[config.mk]
export PLATFORM = sky130hd
export DESIGN_NAME = ibex_icache_mem_responder
export DESIGN_NICKNAME = d
export VERILOG_FILES = /design/src/rtl/ibex_icache_mem_resp_pkg.sv /design/src/rtl/ibex_icache_mem_resp_fifo.sv /design/src/rtl/ibex_icache_mem_responder.sv
export SDC_FILE = /design/constraint.sdc
export NUM_CORES = 1
export LEC_CHECK = 0
export BUFFER_PORTS_ARGS = -buffer_cell sky130_fd_sc_hd__buf_2
export CORE_MARGIN = 2
export CORE_UTILIZATION = 40
export DETAILED_ROUTE_END_ITERATION = 6
export PLACE_DENSITY = 0.57
export SLEW_MARGIN = 20
export SYNTH_ARGS = -nofsm -noshare
export SYNTH_HDL_FRONTEND = slang
export SYNTH_SLANG_ARGS = --single-unit
[constraint.sdc]
create_clock -name clk -period 4.14 [get_ports clk]
set_input_delay 0.621 -clock clk [delete_from_list [all_inputs] [get_ports clk]]
set_output_delay 0.621 -clock clk [all_outputs]
set_load 0.02 [all_outputs]
[src/rtl/ibex_icache_mem_resp_pkg.sv]
// Shared types and helpers for the icache memory-side responder: the response
// entry layout, countdown width, data generator and region matcher.
package ibex_icache_mem_resp_pkg;

  // Countdown width covers every supported Latency (1..MaxLatency).
  localparam int unsigned MaxLatency = 16;
  localparam int unsigned CntW       = $clog2(MaxLatency);

  typedef struct packed {
    logic [29:0]     word_addr;
    logic            err;
    logic [CntW-1:0] cnt;
  } resp_entry_t;

  localparam int unsigned EntryW = $bits(resp_entry_t);

  function automatic logic [31:0] gen_rdata(input logic [31:0] addr, input logic [31:0] seed);
    return (addr & 32'hFFFF_FFFC) ^ seed;
  endfunction

  function automatic logic region_match(input logic [31:0] addr, input logic [31:0] base,
                                        input logic [31:0] mask);
    return (addr & mask) == base;
  endfunction

endpackage

[src/rtl/ibex_icache_mem_resp_fifo.sv]
// In-order response FIFO; every occupied entry counts down to zero so the head
// can be presented once its fixed latency has elapsed.
module ibex_icache_mem_resp_fifo
  import ibex_icache_mem_resp_pkg::*;
#(
  parameter int unsigned Depth = 4
) (
  input  logic              clk,
  input  logic              rst,
  input  logic              push,
  input  logic [EntryW-1:0] push_entry,
  input  logic              pop,
  output logic [EntryW-1:0] head,
  output logic              full,
  output logic              empty
);

  localparam int unsigned PtrW = (Depth > 1) ? $clog2(Depth) : 1;
  localparam int unsigned OccW = $clog2(Depth + 1);
  localparam logic [PtrW-1:0] LastPtr = PtrW'(Depth - 1);

  resp_entry_t       mem [Depth];
  logic [Depth-1:0]  vld_q;
  logic [PtrW-1:0]   wr_ptr_q, rd_ptr_q;
  logic [OccW-1:0]   occ_q;

  assign full  = (occ_q == OccW'(Depth));
  assign empty = (occ_q == '0);
  assign head  = mem[rd_ptr_q];

  always_ff @(posedge clk) begin
    if (rst) begin
      vld_q    <= '0;
      wr_ptr_q <= '0;
      rd_ptr_q <= '0;
      occ_q    <= '0;
    end else begin
      if (push) begin
        vld_q[wr_ptr_q] <= 1'b1;
        wr_ptr_q        <= (wr_ptr_q == LastPtr) ? '0 : wr_ptr_q + 1'b1;
      end
      if (pop) begin
        vld_q[rd_ptr_q] <= 1'b0;
        rd_ptr_q        <= (rd_ptr_q == LastPtr) ? '0 : rd_ptr_q + 1'b1;
      end
      occ_q <= occ_q + OccW'(push) - OccW'(pop);
    end
  end

  // Entry storage is data only: validity lives in vld_q, so no reset here.
  for (genvar i = 0; i < Depth; i++) begin : g_entry
    always_ff @(posedge clk) begin
      if (push && (wr_ptr_q == PtrW'(i))) begin
        mem[i] <= resp_entry_t'(push_entry);
      end else if (vld_q[i] && (mem[i].cnt != '0)) begin
        mem[i].cnt <= mem[i].cnt - 1'b1;
      end
    end
  end

endmodule

[src/rtl/ibex_icache_mem_responder.sv]
// Memory-side responder for the icache fetch interface: delayed grant, PMP
// rejection and fixed-latency in-order responses. Optional ERR/PMP regions are
// compiled in with IBEX_ICACHE_MEM_RESP_ERR_EN.
module ibex_icache_mem_responder
  import ibex_icache_mem_resp_pkg::*;
#(
  parameter int unsigned MaxOutstanding = 4,
  parameter int unsigned GntDelay       = 1,
  parameter int unsigned Latency        = 2,
  parameter logic [31:0] Seed           = 32'hA5A5_0000,
  parameter logic [31:0] ErrBase        = 32'h8000_0000,
  parameter logic [31:0] ErrMask        = 32'hFFFF_0000,
  parameter logic [31:0] PmpBase        = 32'h9000_0000,
  parameter logic [31:0] PmpMask        = 32'hFFFF_0000
) (
  input  logic        clk,
  input  logic        rst,
  input  logic        req,
  input  logic [31:0] addr,
  output logic        gnt,
  output logic        pmp_err,
  output logic        rvalid,
  output logic [31:0] rdata,
  output logic        err
);

  localparam int unsigned WaitW = (GntDelay > 0) ? $clog2(GntDelay + 1) : 1;
  localparam logic [WaitW-1:0] WaitMax = WaitW'(GntDelay);

  logic [WaitW-1:0] wait_q;
  logic             pmp_hit, err_hit, delay_ok;
  logic             full, empty, pop;
  resp_entry_t      push_entry, head;

`ifdef IBEX_ICACHE_MEM_RESP_ERR_EN
  assign pmp_hit = region_match(addr, PmpBase, PmpMask);
  assign err_hit = region_match(addr, ErrBase, ErrMask);
`else
  // Folds to 0; the region parameters stay referenced for a uniform interface.
  assign pmp_hit = 1'b0 & region_match(addr, PmpBase, PmpMask);
  assign err_hit = 1'b0 & region_match(addr, ErrBase, ErrMask);
`endif

  if (GntDelay == 0) begin : g_no_delay
    assign delay_ok = 1'b1;
  end else begin : g_delay
    assign delay_ok = (wait_q == WaitMax);
  end

  assign pmp_err = ~rst & req & pmp_hit;
  assign gnt     = ~rst & req & ~pmp_hit & delay_ok & ~full;

  always_ff @(posedge clk) begin
    if (rst || !req || gnt || pmp_err) begin
      wait_q <= '0;
    end else if (wait_q != WaitMax) begin
      wait_q <= wait_q + 1'b1;
    end
  end

  assign push_entry = '{word_addr: addr[31:2], err: err_hit, cnt: CntW'(Latency - 1)};

  ibex_icache_mem_resp_fifo #(
    .Depth(MaxOutstanding)
  ) u_fifo (
    .clk       (clk),
    .rst       (rst),
    .push      (gnt),
    .push_entry(push_entry),
    .pop       (pop),
    .head      (head),
    .full      (full),
    .empty     (empty)
  );

  // The icache never back-pressures, so a presented response retires at once.
  assign rvalid = ~rst & ~empty & (head.cnt == '0);
  assign pop    = rvalid;
  assign err    = rvalid & head.err;
  assign rdata  = (rvalid && !head.err) ? gen_rdata({head.word_addr, 2'b00}, Seed) : 32'h0;

endmodule

## After elaboration in Yosys (flattened, before gate mapping)

Memories as Yosys holds them, arrays and structs flattened. A register that Yosys moved wholly into a read port is not among the register bits.
Index checks and enable logic that the tools add are counted.
Widths: inputs -> output; s select.

| cells by class | value |
|---|---|
| $add $sub $neg | 9 |
| order comparisons | 4 |
| eq/ne operators | 5 |
| multiplexer cells | 37 |
| bitwise logic cells | 17 |
| reductions and logical operators | 22 |

Operator list:

| cell | number |
|---|---|
| $mux 32 | 1 |
| $mux 4 | 7 |
| $mux 1 | 23 |
| $reduce_bool 4->1 | 4 |
| $sub 4x1->4 const B | 4 |
| $logic_and 1x1->1 | 11 |
| $mux 2 | 4 |
| $not 8->8 | 1 |
| $eq 2x2->1 const B | 3 |
| $lt 2x3->1 const B | 2 |
| $and 1x1->1 | 5 |
| $add 2x1->2 const B | 2 |
| $and 4x4->4 | 1 |
| $demux 1 s2 | 2 |
| $ge 2x1->1 const B | 2 |
| $logic_not 4->1 | 1 |
| $not 4->4 | 1 |
| $or 1x1->1 | 4 |
| $or 4x4->4 | 1 |
| $add 3x1->3 | 1 |
| $eq 3x3->1 const B | 1 |
| $logic_not 3->1 | 1 |
| $not 1->1 | 3 |
| $sub 3x1->3 | 1 |
| 7 further kinds | 8 |

| storage, ports and cells | value |
|---|---|
| flip-flop bits (word level) | 12 |
| memory bits (writable) | 136 |
| bits of input ports | 35 |
| output and inout port bits | 36 |
| memories kept | 1 |

Memory list:

| memory | depth | bits a word | read ports | clocked after memory_dff | write ports | line | RTL |
|---|---|---|---|---|---|---|---|
| u_fifo.mem | 4 | 34 | 5 | 1 | 4 | ibex_icache_mem_resp_fifo.sv:22 | `resp_entry_t mem [Depth];` |

## Depth between registers and ports, before layout

Gate-level depths: netlist of the first run.

| logic depth | value |
|---|---|
| word-level depth | 9 |
| mapped depth | 10 |
| gate-level depth less buffers | 9 |

## Cells and area by module

Synthesis of the first run repeated with hierarchy kept, for this count alone.

| second synthesis, totals | value |
|---|---|
| cells, all modules | 364 |
| area, all modules | 6861.6 µm² |

By module, submodules not included:

| module | instances | cells each | area an instance (µm²) | sequential area each (µm²) |
|---|---|---|---|---|
| ibex_icache_mem_resp_fifo | 1 | 312 | 6227.2 | 4464.3 |
| ibex_icache_mem_responder | 1 | 52 | 634.4 | 20.0 |

## Worst setup path before layout of the first run

OpenSTA, ideal clock, no wires.

| path | value |
|---|---|
| path kind | input to register |
| start point | input port rst |
| end point | memory u_fifo.mem[0][0] (netlist name) (enable) |
| setup time | 0.311 ns |
| arrival | 2.032 ns |
| data required time | 3.829 ns |
| path slack | 1.797 ns |
| stages on the path | 4 |
| buffers on the path | 1 |
| cells stage by stage | and4b_1 -> buf_6 -> and2_1 -> nand2b_1 |

RTL lines:

| what | line | RTL |
|---|---|---|
| start, declared | ibex_icache_mem_responder.sv:17 | `input logic rst,` |
| end, declared | ibex_icache_mem_resp_fifo.sv:22 |  |

==> results of run 1 <==
==> worst max-delay path: cells and delay by family, from the launching register on <==
kind / cells / cell delay, ps
compound gates: 1 / 50
buf+inv: 3 / 770
flops: 1 / 460
mux: 1 / 280
simple gates: 2 / 680
==> power groups by stage <==
stage          registers [mW]  logic, mW  clock network (mW)
6_report                 1.66     0.0594                1.58
3_5_place_dp             1.70     0.0605                   0
4_1_cts                  1.66     0.0606                1.62
2_1_floorplan            1.69     0.0296                   0
3_3_place_gp             1.69     0.0573                   0
5_1_grt                  1.66     0.0666                1.68
==> per-layer routing <==
metal,routed length (um),track usage [%]
met5,0,0
met4,155,6.787
met3,410,3.894
met2,5437,22.96
met1,4875,18.23
==> cells in the final DEF, fill, tap and decap left out, types with 8 or more instances in the layout <==
master / n
and2_1: 22
buf_2: 64
buf_4: 8
clkbuf_16: 17
dfxtp_1: 12
edfxtp_1: 136
ha_1: 13
inv_1: 15
mux4_2: 30
nand2_1: 8
nor2_1: 24
==> kinds of logic (layout without fill, tap and decap cells) <==
kind of cell    Yosys count  in the layout  share of synthesized area, %
flops                   150            150                         71.61
simple gates             77             77                         6.611
mux                      34             34                         11.83
buf+inv                  34            121                         2.710
compound gates           28             28                         3.326
fa+ha+maj                14             14                         2.997
xor+xnor                  6              6                        0.8622
other cells               1              4                       0.06153
==> state kept, by name, indices dropped and copies added, names as in the netlist, named ones only <==
name,cells
u_fifo.mem,136
u_fifo.vld_q,4
u_fifo.occ_q,3
u_fifo.rd_ptr_q,2
u_fifo.wr_ptr_q,2
delay_ok,1
==> path summary, 6_finish.rpt <==
path	from	depth (start not counted)	slack (ps)	to
hold reg to reg	delay_ok	1	430	delay_ok
hold / removal	addr[8]	1	420	u_fifo.mem[2][10]
setup / recovery	u_fifo.mem[0][2]	7	880	rdata[4]
setup reg to reg	u_fifo.mem[0][2]	10	1630	u_fifo.occ_q[2]
==> cell type report <==
type	count	share of cell area, %
Inverter	17	0.8817
Multi-Input combinational cell	163	21.84
Tap cell	188	3.250
Clock inverter	13	2.455
Timing Repair Buffer	72	5.256
Clock buffer	19	5.982
Sequential cell	150	60.34
==> results.toml, run 1 <==
[run_status]
status = "finished, final reports clean"

[power]
ir_drop_v = 0.0004008
switchingPower_uw = 615.6
fin_total_pwr_mw = 3.305
p_leak_nw = 2.577
sw_frac_of_total_pct = 18.63
seq_power_share_pct = 50.3
combPwrFrac_pct = 1.8
internal_power_mw = 2.689
clkPwrFrac_pct = 47.9
p_per_area_nw_per_um2 = 456.7

[global_route]
overflow = 0
globalRouteTotalUtil_pct = 14.33
antenna_found_initial = 0
grt_pass1_wl_um = 16840
grt_start_max_net_pins = 34
grt_pass1_vias = 3151

[setup_path]
crit_arrival_ps = 2640
critPathMaxFanout = 27
worstSetupStartpointType = "flip-flop"
slowest_stage = "edfxtp_1"
path_class = "reg -> out"
path_cells = "nor4_1 > mux2_2 > a22oi_2 > buf_4 > inv_2 > and2_1 > buf_2"
endpoint_kind = "output pin"
cp.required_ps = 3520
slowest_delay_ps = 460

[placement]
place_worst_setup_slack_ps = 1241
dp.cells = 590
placed_area_um2 = 6626
post-dp-hpwl_um = 6717
gp_congestion = 0.6597
port_buffers = 64

[timing]
final.min_clock_period_ps = 3263
worst_pin_slew_ps = 584.4
setup_viol = 0
hold_slack_ps = 419.8
tns_ps = 0
fin_ws_ps = 877.5
fin_crit_sh_pct = 78.81
slew_headroom_pct = 61.04
max_freq_mhz = 306.5
drv_slew = 0
final-hold-violation-count = 0
finClkSkew_ps = 7.798
rsz0062_at_grt = "false"

[layout]
multiInputGateArea_um2 = 1580
fin_area_um2 = 7237
area_delta_synth_final_pct = 18.74
final_util_pct = 48.14
n_fill_cell = 1280
n_antenna_cell = 0
ff_latch_area_um2 = 4367
fin_cells = 622
nNetsFinal = 470
drive_gt1_share_pct = 32.95

[cts]
cts_root_buf = "clkbuf_16"
ctsHoldBuffers = 0
clock_path_buffers = 2
clock_latency_ps = 420
cts_buffers = 17
cts_tree = "yes"
path_clk_slew_ps = 60
post_cts_resized = 0
htree_levels = 4
cts_setup_buffers = 0
clock_sink_count = 150

[synth]
synth-seq-area-share_pct = 71.61
synth_cell_types = 37
synth.top_cell.area_share_pct = 67.01
synth_edf_count = 136
async_reset_ff_share_pct = 0
ys.flop_type = "edfxtp_1"
synthTopCellsByArea = "edfxtp_1 (67%), mux4_2 (11%), dfxtp_1 (4.6%), ha_1 (2.7%), and2_1 (2.6%)"
ys_warn_count = 0
synth.cell_area_um2 = 6095
avgSynthCellArea_um2 = 17.72
synthTopCellsByCount = "edfxtp_1 (136), mux4_2 (30), and2_1 (25)"
synth.most_common_cell = "edfxtp_1"
synth_seq_cells = 150
yosys.area.top_type = "edfxtp_1"
syn_inst = 344

[die]
die_h_um = 127.4
io-pin-count = 71
die_w_um = 127.4
die-area_um2 = 16240
initial_core_util_pct = 40.54
core.rowCount = 45
coreArea_um2 = 15030

[routing]
vias = 3158
drt-total-wl_um = 10880
drcViolationCount = 0
ant_nets = 0
drt_first_pass_iters = 4
vias_per_cell = 5.077
drt_iter0_drc = 190
wl_per_cell_um = 17.49

[worst_hold_path]
hold_class = "in -> reg"

[job]
drv_cap = 0
(Power assumes the default switching activity.)
==> inputs of run 2 (changes only) <==
- PLACE_DENSITY: 0.57 -> 0.59
- clock period: 4.14 -> 3 ns (I/O delays scaled with it)
==> results.toml, run 2 (synthesis results as in run 1) <==
[run_status]
status = "finished, final reports clean"

[global_route]
grt_busiest_layer = "met2"
grt_pass1_vias = 3328
grtUsageMet3_pct = 5.193
overflow = 0
globalRouteTotalUtil_pct = 14.61
use_met1_pct = 17.86
grt_start_max_net_pins = 34
use_met2_pct = 24.06
grt_pass1_wl_um = 17580
antenna_found_initial = 0

[setup_path]
crit_arrival_ps = 2350
cp.required_ps = 2550
path_class = "reg -> out"
critPathMaxFanout = 27
endpoint_kind = "output pin"
worstSetupStartpointType = "flip-flop"

[worst_hold_path]
hold_class = "in -> reg"

[die]
initial_core_util_pct = 40.54
coreArea_um2 = 15030
core.rowCount = 45
die-area_um2 = 16240
die_h_um = 127.4
io-pin-count = 71
die_w_um = 127.4

[layout]
fin_area_um2 = 7288
fin_cells = 627
final_common_cell = "edfxtp_1"
n_antenna_cell = 0
drive_gt1_share_pct = 33.94
area_delta_synth_final_pct = 19.59
largest_register_ffs = 136
nNetsFinal = 475
reg.largest.list = "u_fifo.mem: 136 flops, u_fifo.vld_q: 4 flops, u_fifo.occ_q: 3 flops"
most-common-layout-cells = "edfxtp_1 (136), buf_2 (64), mux4_2 (30)"
regMostFlops = "u_fifo.mem"

[timing]
drv_slew = 0
fin_crit_sh_pct = 93.21
setup_viol = 0
final-hold-violation-count = 0
rsz0062_at_grt = "false"
final.min_clock_period_ps = 2796
finClkSkew_ps = 10.46
tns_ps = 0
max_freq_mhz = 357.6

[cts]
clock_latency_ps = 410
cts_root_buf = "clkbuf_16"
clock_path_buffers = 2
path_clk_slew_ps = 60
cts_setup_buffers = 0
clock_sink_count = 150
cts_buffers = 17
ctsHoldBuffers = 0
cts_tree = "yes"
htree_levels = 4

[placement]
placed_area_um2 = 6689
dp.cells = 595
post-dp-hpwl_um = 6910
gp_congestion = 0.7040
port_buffers = 64

[power]
internal_power_mw = 3.595
clkPwrFrac_pct = 46.2
p_per_area_nw_per_um2 = 606.1
sw_frac_of_total_pct = 18.61
ir_drop_v = 0.0004751
switchingPower_uw = 822.1
combPwrFrac_pct = 1.9
seq_power_share_pct = 52.0
p_leak_nw = 2.593

[routing]
drcViolationCount = 0
drt_iter0_drc = 161
wl_per_cell_um = 17.56
ant_nets = 0
drt_first_pass_iters = 4
drt-total-wl_um = 11010
vias = 3171
vias_per_cell = 5.057

[job]
drv_cap = 0
## run 2: cell count changes in the layout (fill, tap and decap cells not counted), moves of 2 or more
cell        before  now
clkinv_1         3    1
bufinv_16        4    0
inv_6            3    0
clkbuf_1         2    4
clkbuf_8         0    3
buf_12           0    2
buf_4            8   11
clkbuf_16       17   20
clkinvlp_4       0    2
## run 2: per-stage QoR
step                setup slack, ps  util (%)  total power [mW]  hold slack (ps)
floorplan                     730.2         -             2.380            396.0
finish                        203.6     48.48             4.418            251.9
CTS                           9.246     48.44             4.475            227.0
global route                  11.09     48.48             4.580            232.7
global placement              340.1     44.49             2.417            405.8
detailed placement            317.0     44.49             2.423            420.7
## run 2: worst paths after layout
kind	from	to	slack, ps	depth (start not counted)
worst max-delay path	u_fifo.mem[1][0]	rdata[7]	200	6
worst min-delay path	addr[23]	u_fifo.mem[3][25]	250	1
worst max register to register	u_fifo.mem[1][0]	u_fifo.occ_q[2]	640	9
worst min register to register	delay_ok	delay_ok	430	1
## run 2: worst max-delay path, stage by stage (launching register included)
cell and delay, ps:
edfxtp_1 440, nor4_2 410, mux2_2 240, a22oi_2 160, inv_4 310, and2_1 200, buf_2 170
## run 2: layout make-up
| class | instances | area [um^2] |
|---|---|---|
| repair buffers | 77 | 442.9 |
| fillers | 1265 | 7745 |
| well taps | 188 | 235.2 |
| clock buffers | 27 | 556.8 |
| flip-flops and latches | 150 | 4367 |
| clock inverters | 5 | 33.78 |
| inverters | 17 | 66.31 |
| multi-input cells | 163 | 1587 |
## run 2: metal layers
metal  wire length (um)  up-vias
li1                   -     1474
met1               4784     1630
met2               5689       58
met3                384        9
met4                152        0
met5                  0        -
## run 2: power by group through the flow
stage               clock (mW)  combinational (mW)  sequential (mW)
floorplan                    0              0.0409             2.34
global placement             0              0.0789             2.34
detailed placement           0              0.0835             2.34
CTS                       2.10              0.0843             2.30
global route              2.19              0.0926             2.30
finish                    2.04              0.0825             2.30
## run 2: what timing repair did
item / 4_1_cts / 5_1_grt
setup endpoints to repair: 23 / 22
gates resized for setup: 1 / 1
pin swaps: 0 / 0
